**src/rtl/fp_divider_iter.sv**
```systemverilog
// Iterative IEEE-754 single-precision divider: radix-2 restoring mantissa division, one quotient bit per cycle.
// Define FP_DIV_ROUND_EN for round-to-nearest-even; the default build truncates.
module fp_divider_iter #(
  parameter int WIDTH = 32,
  parameter int ITER  = 26
) (
  input  logic             clk,
  input  logic             rst_n,
  input  logic             in_valid,
  output logic             in_ready,
  input  logic [WIDTH-1:0] a,
  input  logic [WIDTH-1:0] b,
  output logic             out_valid,
  input  logic             out_ready,
  output logic [WIDTH-1:0] quotient,
  output logic             div_by_zero
);

  localparam logic [1:0] S_IDLE = 2'd0;
  localparam logic [1:0] S_CALC = 2'd1;
  localparam logic [1:0] S_NORM = 2'd2;
  localparam logic [1:0] S_DONE = 2'd3;

  localparam logic [4:0] LAST = 5'(ITER - 1);

  logic [1:0]        state_q, state_d;
  logic [4:0]        cnt_q, cnt_d;
  logic [24:0]       rem_q, rem_d;
  logic [25:0]       q_q, q_d;
  logic [23:0]       mb_q, mb_d;
  logic signed [9:0] exp_q, exp_d;
  logic              sign_q, sign_d;
  logic [22:0]       mant_q, mant_d;
  logic              guard_q, guard_d;
  logic              sticky_q, sticky_d;
  logic [31:0]       quot_q, quot_d;
  logic              dbz_q, dbz_d;

  logic       zero_a, zero_b, inf_a, inf_b, nan_a, nan_b, sign_ab;
  logic       ge;
  logic [24:0] diff;
  logic [23:0] mant_r;
  logic signed [9:0] exp_r;
  logic       inc;

  assign zero_a  = (a[30:23] == 8'h00);
  assign zero_b  = (b[30:23] == 8'h00);
  assign inf_a   = (a[30:23] == 8'hFF) && (a[22:0] == 23'h0);
  assign inf_b   = (b[30:23] == 8'hFF) && (b[22:0] == 23'h0);
  assign nan_a   = (a[30:23] == 8'hFF) && (a[22:0] != 23'h0);
  assign nan_b   = (b[30:23] == 8'hFF) && (b[22:0] != 23'h0);
  assign sign_ab = a[31] ^ b[31];

  assign in_ready    = (state_q == S_IDLE);
  assign out_valid   = (state_q == S_DONE);
  assign quotient    = quot_q;
  assign div_by_zero = dbz_q;

`ifdef FP_DIV_ROUND_EN
  assign inc = guard_q & (sticky_q | mant_q[0]);
`else
  logic unused_rnd;
  assign inc        = 1'b0;
  assign unused_rnd = guard_q | sticky_q;
`endif

  always_comb begin
    state_d  = state_q;
    cnt_d    = cnt_q;
    rem_d    = rem_q;
    q_d      = q_q;
    mb_d     = mb_q;
    exp_d    = exp_q;
    sign_d   = sign_q;
    mant_d   = mant_q;
    guard_d  = guard_q;
    sticky_d = sticky_q;
    quot_d   = quot_q;
    dbz_d    = dbz_q;
    ge       = (rem_q >= {1'b0, mb_q});
    diff     = ge ? (rem_q - {1'b0, mb_q}) : rem_q;
    mant_r   = {1'b0, mant_q} + {23'h0, inc};
    exp_r    = exp_q + $signed({9'h0, mant_r[23]});

    case (state_q)
      S_IDLE: begin
        if (in_valid) begin
          sign_d = sign_ab;
          if (nan_a || nan_b || (zero_a && zero_b) || (inf_a && inf_b)) begin
            quot_d  = 32'h7FC0_0000;
            state_d = S_DONE;
          end else if (inf_a) begin
            quot_d  = {sign_ab, 8'hFF, 23'h0};
            state_d = S_DONE;
          end else if (inf_b) begin
            quot_d  = {sign_ab, 31'h0};
            state_d = S_DONE;
          end else if (zero_b) begin
            quot_d  = {sign_ab, 8'hFF, 23'h0};
            dbz_d   = 1'b1;
            state_d = S_DONE;
          end else if (zero_a) begin
            quot_d  = {sign_ab, 31'h0};
            state_d = S_DONE;
          end else begin
            rem_d   = {2'b01, a[22:0]};
            mb_d    = {1'b1, b[22:0]};
            exp_d   = $signed({2'b00, a[30:23]}) - $signed({2'b00, b[30:23]}) + 10'sd127;
            q_d     = '0;
            cnt_d   = '0;
            state_d = S_CALC;
          end
        end
      end
      S_CALC: begin
        rem_d = diff << 1;
        q_d   = {q_q[24:0], ge};
        if (cnt_q == LAST) begin
          cnt_d   = '0;
          state_d = S_NORM;
        end else begin
          cnt_d = cnt_q + 5'd1;
        end
      end
      S_NORM: begin
        // Two sub-steps keyed on cnt_q: normalise, then round/range-check/pack.
        if (cnt_q == 5'd0) begin
          if (q_q[25]) begin
            mant_d   = q_q[24:2];
            guard_d  = q_q[1];
            sticky_d = q_q[0] | (rem_q != '0);
          end else begin
            mant_d   = q_q[23:1];
            guard_d  = q_q[0];
            sticky_d = (rem_q != '0);
            exp_d    = exp_q - 10'sd1;
          end
          cnt_d = 5'd1;
        end else begin
          if (exp_r <= 10'sd0)
            quot_d = {sign_q, 31'h0};
          else if (exp_r >= 10'sd255)
            quot_d = {sign_q, 8'hFF, 23'h0};
          else
            quot_d = {sign_q, exp_r[7:0], mant_r[22:0]};
          cnt_d   = '0;
          state_d = S_DONE;
        end
      end
      S_DONE: begin
        if (out_ready) begin
          dbz_d   = 1'b0;
          state_d = S_IDLE;
        end
      end
      default: state_d = S_IDLE;
    endcase
  end

  always_ff @(posedge clk or negedge rst_n) begin
    if (!rst_n) begin
      state_q  <= S_IDLE;
      cnt_q    <= '0;
      rem_q    <= '0;
      q_q      <= '0;
      mb_q     <= '0;
      exp_q    <= '0;
      sign_q   <= 1'b0;
      mant_q   <= '0;
      guard_q  <= 1'b0;
      sticky_q <= 1'b0;
      quot_q   <= '0;
      dbz_q    <= 1'b0;
    end else begin
      state_q  <= state_d;
      cnt_q    <= cnt_d;
      rem_q    <= rem_d;
      q_q      <= q_d;
      mb_q     <= mb_d;
      exp_q    <= exp_d;
      sign_q   <= sign_d;
      mant_q   <= mant_d;
      guard_q  <= guard_d;
      sticky_q <= sticky_d;
      quot_q   <= quot_d;
      dbz_q    <= dbz_d;
    end
  end

endmodule
```
**config.mk**
```make
export PLATFORM = sky130hd
export DESIGN_NAME = fp_divider_iter
export DESIGN_NICKNAME = d
export VERILOG_FILES = /design/src/rtl/fp_divider_iter.sv
export SDC_FILE = /design/constraint.sdc
export NUM_CORES = 1
export LEC_CHECK = 0
export ABC_CLOCK_PERIOD_IN_PS = 6100
export CELL_PAD_IN_SITES_DETAIL_PLACEMENT = 2
export CELL_PAD_IN_SITES_GLOBAL_PLACEMENT = 2
export CORE_ASPECT_RATIO = 1.75
export CORE_UTILIZATION = 37
export DETAILED_ROUTE_END_ITERATION = 8
export GPL_TIMING_DRIVEN = 0
export PLACE_DENSITY_LB_ADDON = 0.1
export SLEW_MARGIN = 20
export SYNTH_ARGS = -nofsm -noshare
export SYNTH_HDL_FRONTEND = slang
export SYNTH_SLANG_ARGS = --single-unit
```
**constraint.sdc**
```tcl
create_clock -name clk -period 6.1 [get_ports clk]
set_input_delay 1.22 -clock clk [delete_from_list [all_inputs] [get_ports clk]]
set_output_delay 1.22 -clock clk [all_outputs]
set_load 0.005 [all_outputs]
```
==> impl_metrics.py <==
metrics = {
    "critical_path": {
        "reg2reg_from": "rem_q[7]$_DFFE_PN0P_",
        "crit_type": "in2reg",
        "crit_arrival_ns": 4.46,
        "crit_fanout": 10,
        "worstRegToRegCells": 11,
        "reg2reg_slack_ns": 2.77,
        "timing.rr.end": "rem_q[4]$_DFFE_PN0P_",
        "startpoint_type": "input port",
        "cp-end-kind": "flop",
        "cp.required_ns": 6.44,
    },
    "placed_design": {
        "pre_cts_ws_ns": 1.49,
        "gp_congestion": 0.896,
        "port_buffers": 102,
        "dp_hpwl_um": 26700,
    },
    "global_route": {
        "grt-ovfl-total": 0,
        "use_met1_pct": 26.3,
        "antenna_found_initial": 0,
        "met2_usage_pct": 53.1,
        "grt.busiest_layer": "met2",
        "met3_usage_pct": 3.69,
        "track_usage_pct": 27.7,
        "grt_pass1_vias": 10000,
        "grt_pass1_wl_um": 54000,
        "grt_max_degree": 94,
    },
    "clock_network": {
        "h-tree-depth": 4,
        "cts_sinks": 149,
        "clk_latency_ns": 0.45,
        "ctsRootBufferMaster": "clkbuf_16",
        "holdBufCountCts": 0,
        "clk_pin_slew_ns": 0.06,
        "cts_setup_buffers": 0,
        "cts_inserted_buffers": 17,
        "post_cts_resized": 0,
        "cts_tree": "done",
        "cts_buffer_depth": 2,
    },
    "synthesis": {
        "synth_compound_area_share_pct": 19.8,
        "synth_top_family_by_area": "simple AND/OR/NAND/NOR gates",
        "syn_inst": 1120,
        "ys_types": 73,
        "yosysSeqAreaShare_pct": 39.5,
        "synth-main-ff-cell": "dfrtp_1",
        "synthArstFlopShare_pct": 100,
        "synthAdderAreaFrac_pct": 5.91,
        "ys_seq_elements": 149,
        "syn_nets": 1232,
        "synthesis.area_mm2": 0.00944,
        "synth-simple-area-share_pct": 22.0,
        "avgSynthCellArea_um2": 8.43,
        "synthXorXnorAreaFrac_pct": 3.06,
        "synthMuxAreaShare_pct": 4.48,
        "synth_edf_count": 0,
        "ys_warn_count": 0,
    },
    "route": {
        "ant_nets": 0,
        "drc": 0,
        "routed_via_density": 5.76,
        "drtIter0Drc": 228,
        "wirelength_um": 33900,
        "first_pass_iters": 4,
        "vias": 9051,
        "post_drt_wl_per_cell_um": 21.6,
    },
    "min_path": {
        "min_from": "mb_q[23]$_DFFE_PN0P_",
        "hold_path_end": "mb_q[23]$_DFFE_PN0P_",
        "hold_class": "reg2reg",
        "hold_depth": 2,
    },
    "floorplan": {
        "dieHeight_um": 213,
        "core.rowCount": 77,
        "design.die.area_mm2": 0.0262,
        "dieWidth_um": 123,
        "core_mm2": 0.0251,
        "io_pins": 103,
        "start_util_pct": 37.5,
    },
    "status": {
        "outcome": "finished clean",
    },
    "final_layout": {
        "final_util_pct": 45.5,
        "mostFrequentLayoutCells": "nand2_1 (205), dfrtp_1 (149), clkdlybuf4s50_1 (101)",
        "final_layout_size_suffix_gt1_share_pct": 7.01,
        "fin_nets": 1354,
        "num-fill-cells": 2807,
        "n_antenna_cell": 0,
        "syn_to_final_growth_pct": 21.1,
        "multi_input_area_mm2": 0.00522,
        "layout_commonest_cell": "nand2_1",
        "seq_area_mm2": 0.00373,
    },
    "sta": {
        "period_share_pct": 67.5,
        "fin_skew_ns": 0.0106,
        "layout_setup_ws_ns": 1.98,
        "fin_setup_tns_ns": 0,
        "drv_slew": 0,
        "slew_headroom_pct": 37.0,
        "hold_violations": 0,
        "fmax_mhz": 243,
        "finalSetupViolations": 0,
        "worst-slew-pin-transition_ns": 0.934,
        "fin_crit_ns": 4.12,
        "grt_setup_unrepaired": "false",
    },
    "power": {
        "cellPowerDensity_mw_per_mm2": 587,
        "max-vdd-ir-drop_mv": 0.333,
        "total_power_mw": 6.72,
        "pwr-share-comb_pct": 61.8,
        "seqPwrFrac_pct": 23.3,
        "intPower_mw": 3.36,
        "p_sw_share_pct": 50.0,
        "power.leakage_nw": 4.93,
        "p_switching_mw": 3.36,
        "pwr-share-clk_pct": 14.9,
    },
    "job": {
        "max_cap_violations": 0,
    },
}
## logic make-up (layout without fill, tap and decap cells)
logic type / after synthesis / in the layout
AO/OA/AOI/OAI: 278 / 278
XOR/XNOR: 33 / 33
adder cells (fa/ha/maj): 44 / 44
buffers and inverters: 113 / 248
flip-flops: 149 / 149
multiplexers: 42 / 42
AND/OR/NAND/NOR: 461 / 461
## per-stage QoR
| stage | area, um^2 | std cells | hold slack (ns) |
|---|---|---|---|
| after floorplan | 9440 | 1120 | 0.418 |
| after global placement | 10900 | 1538 | 0.435 |
| after detailed placement | 10900 | 1539 | 0.448 |
| after CTS | 11400 | 1571 | 0.464 |
| after global routing | 11400 | 1571 | 0.492 |
| final | 11400 | 1571 | 0.459 |
## how the worst max path moves through the flow
stage,to,slack (ns),start
4_1_cts,exp_q[8]$_DFFE_PN0P_,1.94,b[26]
6_report,exp_q[8]$_DFFE_PN0P_,1.98,b[26]
3_5_place_dp,exp_q[8]$_DFFE_PN0P_,1.49,b[26]
2_1_floorplan,exp_q[8]$_DFFE_PN0P_,2.81,b[26]
5_1_grt,exp_q[8]$_DFFE_PN0P_,1.73,b[26]
3_3_place_gp,mb_q[13]$_DFFE_PN0P_,-2.75,rst_n
## synthesized netlist by cell type (all sizes together) (5+ instances only)
cell type / number / area (um^2)
o211ai: 8 / 60.1
o32ai: 5 / 43.8
nand3: 68 / 340
nand2b: 7 / 43.8
a21o: 14 / 105
nor3: 27 / 135
a211oi: 9 / 72.6
nor2: 85 / 322
nor2b: 5 / 33.8
or2: 6 / 37.5
a31oi: 10 / 68.8
o311ai: 6 / 52.6
buf: 26 / 168
o21ai: 106 / 542
a221oi: 15 / 194
or3: 7 / 43.8
dfrtp: 149 / 3730
a311oi: 11 / 96.3
a21oi: 45 / 225
inv: 52 / 195
nor4: 16 / 100
o22ai: 9 / 56.3
xnor2: 18 / 158
clkbuf: 35 / 133
xor2: 15 / 131
o21a: 5 / 37.5
ha: 43 / 538
and2: 6 / 37.5
nand2: 208 / 802
nand4: 12 / 75.1
mux2i: 40 / 400
## critical path, cell delays in order
cell	delay, ns
clkdlybuf4s50_1	0.52
inv_1	0.07
ha_1	0.29
clkbuf_1	0.35
o211ai_1	0.24
a31oi_1	0.37
xor2_1	0.19
a2111oi_0	0.73
o21ai_0	0.23
a31o_1	0.24
## sequential cells by signal (all words and copies together) (netlist names)
signal	flops
q_q	26
mant_q	23
rem_q	25
mb_q	24
div_by_zero	1
cnt_q	5
quotient	32
state_q	2
exp_q	10
sign_q	1
## layer usage
layer | share of wire, % | vias up | routed length (um)
met4 | 7.1 | 0 | 2420
met3 | 2.5 | 89 | 851
met5 | 0 | - | 0
met2 | 56 | 166 | 18900
met1 | 35 | 4570 | 11800
li1 | - | 4226 | -
## final cells by class
cell class / instances / area share [%]
multi-input cells: 858 / 45.7
flip-flops and latches: 149 / 32.6
repair buffers: 103 / 9.21
clock buffers: 19 / 3.87
well taps: 316 / 3.46
plain buffers: 61 / 2.63
inverters: 52 / 1.71
clock inverters: 13 / 0.853
## power by group through the flow
stage / Clock [mW] / Sequential (mW) / Combinational, mW
2_1_floorplan: 0 / 1.48 / 2.88
3_3_place_gp: 0 / 1.57 / 3.99
3_5_place_dp: 0 / 1.58 / 4.14
4_1_cts: 1.01 / 1.57 / 4.18
5_1_grt: 1.05 / 1.61 / 4.56
6_report: 0.998 / 1.57 / 4.15
Note: power is estimated with default switching activity, not from simulation.
